==> src/rtl/serial_add_sub.sv <==
// Bit-serial adder/subtractor: one full-adder cell processes one bit per clock, LSB first,
// with a registered carry loop and a start/busy/done handshake.

module full_adder (
  input  logic x,
  input  logic y,
  input  logic ci,
  output logic s,
  output logic co
);
  assign s  = x ^ y ^ ci;
  assign co = (x & y) | (ci & (x ^ y));
endmodule

module serial_add_sub #(
  parameter int WIDTH = 32
) (
  input  logic             clk,
  input  logic             rst,
  input  logic             start,
  input  logic             sub,
  input  logic [WIDTH-1:0] a,
  input  logic [WIDTH-1:0] b,
  output logic             busy,
  output logic             done,
  output logic [WIDTH-1:0] result,
  output logic             cout,
  output logic             overflow,
  output logic             zero
);
  localparam int CW = $clog2(WIDTH);

  typedef enum logic [1:0] {IDLE, RUN, DONE} state_t;

  state_t           state;
  logic [WIDTH-1:0] opa_sh, opb_sh, sum_sh, sum_next;
  logic [CW-1:0]    cnt;
  logic             carry, a_msb, b_msb;
  logic             fa_s, fa_co;

  full_adder u_fa (
    .x  (opa_sh[0]),
    .y  (opb_sh[0]),
    .ci (carry),
    .s  (fa_s),
    .co (fa_co)
  );

  // Sum word as it stands once the current bit lands at the MSB.
  assign sum_next = {fa_s, sum_sh[WIDTH-1:1]};

  always_ff @(posedge clk) begin
    if (rst) begin
      state    <= IDLE;
      opa_sh   <= '0;
      opb_sh   <= '0;
      sum_sh   <= '0;
      cnt      <= '0;
      carry    <= 1'b0;
      a_msb    <= 1'b0;
      b_msb    <= 1'b0;
      busy     <= 1'b0;
      done     <= 1'b0;
      result   <= '0;
      cout     <= 1'b0;
      overflow <= 1'b0;
      zero     <= 1'b0;
    end else begin
      done <= 1'b0;
      case (state)
        IDLE, DONE: begin
          busy  <= 1'b0;
          state <= IDLE;
          if (start) begin
            // Subtraction is a + ~b + 1: invert b here and seed the carry with 1.
            opa_sh <= a;
            opb_sh <= sub ? ~b : b;
            carry  <= sub;
            cnt    <= '0;
            a_msb  <= a[WIDTH-1];
            b_msb  <= sub ? ~b[WIDTH-1] : b[WIDTH-1];
            busy   <= 1'b1;
            state  <= RUN;
          end
        end
        RUN: begin
          opa_sh <= opa_sh >> 1;
          opb_sh <= opb_sh >> 1;
          sum_sh <= sum_next;
          carry  <= fa_co;
          cnt    <= cnt + CW'(1);
          if (cnt == CW'(WIDTH-1)) begin
            result   <= sum_next;
            cout     <= fa_co;
            overflow <= (a_msb == b_msb) && (fa_s != a_msb);
            zero     <= ~|sum_next;
            busy     <= 1'b0;
            done     <= 1'b1;
            state    <= DONE;
          end
        end
        default: state <= IDLE;
      endcase
    end
  end
endmodule

==> config.mk <==
export PLATFORM = sky130hd
export DESIGN_NAME = serial_add_sub
export DESIGN_NICKNAME = d
export VERILOG_FILES = /design/src/rtl/serial_add_sub.sv
export SDC_FILE = /design/constraint.sdc
export NUM_CORES = 1
export LEC_CHECK = 0
export ABC_AREA = 1
export CORE_MARGIN = 4
export CORE_UTILIZATION = 52
export CTS_CLUSTER_DIAMETER = 150
export DETAILED_ROUTE_END_ITERATION = 12
export GPL_TIMING_DRIVEN = 0
export PLACE_DENSITY_LB_ADDON = 0.2
export SLEW_MARGIN = 20
export SYNTH_ARGS = -nofsm -noshare
export SYNTH_HDL_FRONTEND = slang
export SYNTH_SLANG_ARGS = --single-unit
==> constraint.sdc <==
create_clock -name clk -period 1.9 [get_ports clk]
set_input_delay 0.285 -clock clk [delete_from_list [all_inputs] [get_ports clk]]
set_output_delay 0.285 -clock clk [all_outputs]
set_load 0.01 [all_outputs]
==> flow_summary.toml, run 1 <==
[place]
place_ws_ns = -0.0907
io_buffers = 103
gp_congestion = 0.868
hpwl_um = 10500

[drt]
avgViaCountPerCell = 5.32
drt-initial-drc-count = 342
wirelength_um = 14700
drc_errors = 0
first_pass_iters = 7
routedWlPerCell_um = 14.2
vias = 5483
ant_nets = 0

[floorplan]
pin_count = 105
rows = 38
coreArea_um2 = 10900
die_area_um2 = 13000
initial_core_util = 0.536
die_y_um = 114
die_x_um = 114

[min_path]
hold_path_class = "in2reg"

[synthesis]
syn-cell-area_um2 = 5830
avgSynthCellArea_um2 = 7.76
synth-xor-area-share = 0.0330
synth.yosys.seq_area_share = 0.487
async_flop_share = 0
ys_seq_elements = 142
synth_top_family_by_area = "compound AO/OA/AOI/OAI gates"
synth.distinct_cells = 29
yosys.area_share.adder = 0.00772
synth_edf_count = 0
syn_inst = 752
synthMuxAreaShare = 0
synth.net_count = 823
synth_compound_gate_area_share = 0.200
yosys.area_share.simple = 0.170
synth_ff_type = "dfxtp_1"
yosys_warnings = 0

[cells_and_area]
drive_gt1_frac = 0.0988
layout.nets = 949
area_growth_pct = 31.4
antenna_cells = 0
postLayoutCoreUtil = 0.704

[clock_tree]
cts_tree = "built"
cts_max_level = 4
path_clk_slew_ns = 0.07
numCtsBuffers = 17
cts-root-buf = "clkbuf_8"
cts_buffer_depth = 2
cts_sinks = 142
clkLatencyLatePin_ns = 0.53

[global_routing]
grt_use_total = 0.233
overflow = 0
gr-usage-met3 = 0.0477
antenna_found_initial = 0
gr-max-usage-layer = "met2"
grt_pass1_vias = 5436
met2_usage = 0.405
grt_pass1_wl_um = 24700
grt_use_met1 = 0.294
grt_max_degree = 17

[sta]
rsz0062_at_grt = "no"
relSlewSlack = 0.650
skew_ns = 0.0105
period_needed_ns = 1.76
setup_violations = 0
finalMaxSlewViolations = 0
hold_viol_final = 0
fin_ws_ns = 0.144
worst_pin_slew_ns = 0.525
final.period_utilization = 0.924
fmax_mhz = 569

[worst_setup_path]
crit_type = "reg2out"
path_cells = "clkdlybuf4s50_1"
critPathSlowestCell = "clkdlybuf4s50_1"
critPathLaunchType = "register"
critPathMaxStageDelay_ns = 0.56
worstPathMaxFanout = 2
critPathBufInv = 1
worstPathRequired_ns = 1.62
path_delay_family = "buffers and inverters"
end_kind = "primary output"
cp.arrival_ns = 1.47

[pwr]
leakage_nw = 3.05
ir_worst_vdd_v = 0.000545
p_per_area_nw_per_um2 = 958

[status]
status = "finished, final reports clean"

[run]
maxCapViolCount = 0
## through the flow
step                      area [µm²]  hold slack [ns]  cells  power (mW)  TNS (ns)
after floorplan                 5830            0.364    752        3.84         0
final                           7660            0.238   1031        7.35         0
after global routing            7660            0.290   1031        7.61         0
after detailed placement        7040            0.457    995        4.18    -0.929
after CTS                       7610            0.238   1027        7.35         0
after global placement          7040            0.454    995        4.14    -0.839
## synthesized netlist by cell type (all sizes together), types with 3 or more instances
master    n  share of area
inv      91          0.059
a21oi    50          0.043
o21ai    80          0.075
nand3    39          0.036
o221ai   21          0.032
a31oi    32          0.034
nor2     29          0.020
o22ai     9         0.0097
clkbuf   22          0.014
dfxtp   142           0.49
buf      31          0.029
xnor2    22          0.033
a211oi    3         0.0039
nand2   174           0.11
## kinds of logic (layout without fill, tap and decap cells)
logic type      Yosys count  count (layout)
flops                   142             142
buf+inv                 144             283
xor+xnor                 22              22
compound gates          197             197
fa+ha+maj                 3               3
simple gates            244             244
## registers in the layout, indices dropped and copies added, names as in the netlist, 2 cells and up
name and flops:
opa_sh 32, opb_sh 32, result 32, sum_sh 31
cnt 5, state 2
## worst paths after layout
path              slack, ns   start          to  depth (start not counted)
setup / recovery       0.14    busy        busy                          1
hold / removal         0.24     sub  opb_sh[25]                          5
setup reg to reg       0.16  cnt[0]  result[20]                         10
hold reg to reg        0.46  cnt[0]      cnt[0]                          1
## tightest hold or removal path: cells and delay by family
family,cells,cell delay [ns]
compound gates,1,0.10
xor+xnor,1,0.08
buf+inv,2,0.18
simple gates,1,0.09
## metal layers
layer | vias up | share of wire
met1 | 2581 | 0.44
li1 | 2727 | -
met5 | - | 0
met4 | 0 | 0.011
met3 | 19 | 0.052
met2 | 156 | 0.50
## repair_timing
| item | 4_1_cts | 5_1_grt |
|---|---|---|
| setup buffers | 0 | 4 |
| endpoints found under the setup margin | 0 | 31 |
| gates resized for setup | 0 | 6 |
| hold buffers | 0 | 0 |
## where the power goes
part,switching (mW),internal (mW)
Sequential,0.0976,3.15
Clock,1.40,1.82
Combinational,0.507,0.378
Total,2.00,5.35
## layout by cell type, fill, tap and decap left out, types with 2 or more instances in the layout
master           netlist  routed
clkinv_4               0       2
nor2_1                28      27
o21ai_0               70      69
clkbuf_1              21      21
o221ai_1              21      21
inv_2                  4       4
inv_8                  0       2
nand2_1              173     173
o21ai_2               10      10
clkinvlp_4             0       3
dfxtp_1              142     140
clkbuf_8               0       2
a31oi_1               32      32
buf_1                  3       3
buf_2                 22      22
a211oi_1               3       3
o22ai_1                9       9
inv_1                 87      87
ha_2                   0       2
buf_4                  5       8
nand3_1               38      38
xnor2_1               22      22
clkdlybuf4s50_1        0     103
dfxtp_2                0       2
a21oi_1               50      50
clkbuf_16              0      16
inv_6                  0       6
## layout make-up
class | instances | area [µm²]
Buffer | 53 | 254
Clock buffer | 18 | 428
Clock inverter | 14 | 145
Fill cell | 869 | 3220
Inverter | 91 | 342
Multi-Input combinational cell | 466 | 2400
Sequential cell | 142 | 2850
Tap cell | 140 | 175
Timing Repair Buffer | 107 | 1070
No activity file was read; power rests on OpenSTA's default activity.
==> run 2, diff against run 1 <==
--- a/config.mk
+++ b/config.mk
@@ -6,13 +6,13 @@
 export NUM_CORES = 1
 export LEC_CHECK = 0
 export ABC_AREA = 1
+export ABC_CLOCK_PERIOD_IN_PS = 1900
 export CORE_MARGIN = 4
 export CORE_UTILIZATION = 52
 export CTS_CLUSTER_DIAMETER = 150
 export DETAILED_ROUTE_END_ITERATION = 12
 export GPL_TIMING_DRIVEN = 0
 export PLACE_DENSITY_LB_ADDON = 0.2
-export SLEW_MARGIN = 20
 export SYNTH_ARGS = -nofsm -noshare
 export SYNTH_HDL_FRONTEND = slang
 export SYNTH_SLANG_ARGS = --single-unit
==> results of run 2 <==
Same layout as run 1: the final DEF is identical, and so are final timing and power.
==> run 3, diff against run 2 <==
--- a/config.mk
+++ b/config.mk
@@ -7,12 +7,11 @@
 export LEC_CHECK = 0
 export ABC_AREA = 1
 export ABC_CLOCK_PERIOD_IN_PS = 1900
-export CORE_MARGIN = 4
 export CORE_UTILIZATION = 52
 export CTS_CLUSTER_DIAMETER = 150
 export DETAILED_ROUTE_END_ITERATION = 12
 export GPL_TIMING_DRIVEN = 0
-export PLACE_DENSITY_LB_ADDON = 0.2
+export PLACE_DENSITY = 0.76
 export SYNTH_ARGS = -nofsm -noshare
 export SYNTH_HDL_FRONTEND = slang
 export SYNTH_SLANG_ARGS = --single-unit
==> run 3 against run 2 <==
  * Flip-flop and latch count stayed put
  * Critical path depth rose by 9
  * Clock skew fell by 0.0045 ns
  * Die area decreased by 10%
  * Register-to-register slack got worse by 0.05 ns
  * Setup slack got worse by 0.032 ns
  * Clock-buffer cell count is 2 higher
  * Sequential power barely moved
  * Critical path type is now reg2reg
  * Critical endpoint is now result[21]
  * Largest power group is now the clock network
  * Highest routed layer unchanged
==> flow_summary.toml, run 3 (same netlist as run 1, synthesis figures left out) <==
[cells_and_area]
stdcell_area_um2 = 7660
antenna_cells = 0
multi_input_area_um2 = 2400
drive_gt1_frac = 0.0935
final_common_cell = "nand2_1"
final.fill_count = 910
layout.nets = 947
register_area_um2 = 2850
postLayoutCoreUtil = 0.703
final_cell_mix = "nand2_1 (173), dfxtp_1 (140), clkdlybuf4s50_1 (103)"
reg.largest.list = "opa_sh x32, opb_sh x32, result x32"
area_growth_pct = 31.3

[pwr]
netSwitchingFraction = 0.251
leakage_nw = 3.05
p_per_area_nw_per_um2 = 973
p_sw_mw = 1.87
p_int_mw = 5.58
pwr-share-clk = 0.443
ir_worst_vdd_v = 0.000621
seq_power_share = 0.436
power_frac_comb = 0.121

[place]
io_buffers = 103
place_ws_ns = -0.101
gp_congestion = 0.885
placed_area_um2 = 7040
hpwl_um = 10300

[min_path]
hold_path_class = "in2reg"
hp-start = "sub"

[drt]
routedWlPerCell_um = 14.4
ant_nets = 0
drt-initial-drc-count = 388
vias = 5497
drc_errors = 0
avgViaCountPerCell = 5.35
wirelength_um = 14800
first_pass_iters = 5

[sta]
worst_pin_slew_ns = 0.572
fin_ws_ns = 0.112
setup_violations = 0
hold_viol_final = 0
relSlewSlack = 0.619
fmax_mhz = 559
final.period_utilization = 0.941
period_needed_ns = 1.79
skew_ns = 0.00593
finalMaxSlewViolations = 0

[clock_tree]
path_clk_slew_ns = 0.06
clkLatencyLatePin_ns = 0.53
cts_sinks = 142
numCtsBuffers = 17
ctsHoldBuffers = 0
cts_tree = "built"
cts_max_level = 4
cts-root-buf = "clkbuf_8"
cts_buffer_depth = 2

[run]
maxCapViolCount = 0

[global_routing]
grt_pass1_vias = 5288
overflow = 0
antenna_found_initial = 0
grt_pass1_wl_um = 24500
grt_max_degree = 17
grt_use_total = 0.269

[worst_setup_path]
end_kind = "register"
crit_type = "reg2reg"
cp.arrival_ns = 2.25
critPathLaunchType = "register"
timing.rr.start = "cnt[0]"
worstPathMaxFanout = 10
worstSetupStartpoint = "cnt[0]"
worstPathRequired_ns = 2.36

[floorplan]
rows = 38
die_area_um2 = 11600
die_x_um = 108
coreArea_um2 = 10900
die_y_um = 108
initial_core_util = 0.536
pin_count = 105

[status]
status = "finished, final reports clean"
==> run 3: changes by cell type in the layout (fill, tap and decap cells not counted), sizes merged <==
| cell | delta |
|---|---|
| inv | -8 |
| clkbuf | +2 |
| bufinv | +2 |
| clkinv | +3 |
| buf | -2 |
==> run 3: worst max-delay path, stage by stage, from the launching register on <==
cell	delay, ns
dfxtp_4	0.36
ha_2	0.19
inv_1	0.04
nor2_1	0.11
ha_2	0.23
nand3_4	0.15
nor2_4	0.16
inv_2	0.05
buf_4	0.17
buf_8	0.16
o21ai_2	0.11
==> run 3: repair_timing <==
| action | in CTS | in global routing |
|---|---|---|
| setup endpoints to repair | 0 | 31 |
| resized for setup | 0 | 8 |
| setup buffers | 0 | 2 |
==> run 3: final timing paths <==
path                     end  slack [ns]  depth (start not counted)
setup / recovery  result[21]        0.11                         10
hold / removal    opb_sh[25]        0.22                          5
setup reg to reg  result[21]        0.11                         10
hold reg to reg       cnt[0]        0.46                          1
==> run 3: routing by layer <==
layer / GRT usage / routed length, µm
met2: 0.461 / 7100
met3: 0.0642 / 1030
met1: 0.330 / 6320
met5: 0 / 0
met4: 0.0910 / 300
==> run 3: metrics by stage <==
step                      hold WS [ns]  setup TNS, ns  power (mW)  cells
after floorplan                  0.364              0        3.84    752
final                            0.219              0        7.45   1028
after CTS                        0.210              0        7.44   1026
after global routing             0.257      -0.000488        7.69   1028
after global placement           0.454         -0.818        4.15    995
after detailed placement         0.464          -1.36        4.18    995
==> run 3: power groups by stage <==
stage               Combinational (mW)  Clock [mW]  Sequential (mW)
floorplan                        0.557           0             3.28
finish                           0.898        3.30             3.25
global placement                 0.849           0             3.30
detailed placement               0.877           0             3.31
CTS                              0.889        3.30             3.25
global route                     0.994        3.43             3.26
==> run 3: layout make-up <==
| cell class | count | share of cell area |
|---|---|---|
| Multi-Input combinational cell | 466 | 0.313 |
| Buffer | 53 | 0.0340 |
| Tap cell | 140 | 0.0229 |
| Clock inverter | 11 | 0.0185 |
| Inverter | 91 | 0.0446 |
| Clock buffer | 20 | 0.0582 |
| Sequential cell | 142 | 0.372 |
| Timing Repair Buffer | 105 | 0.137 |
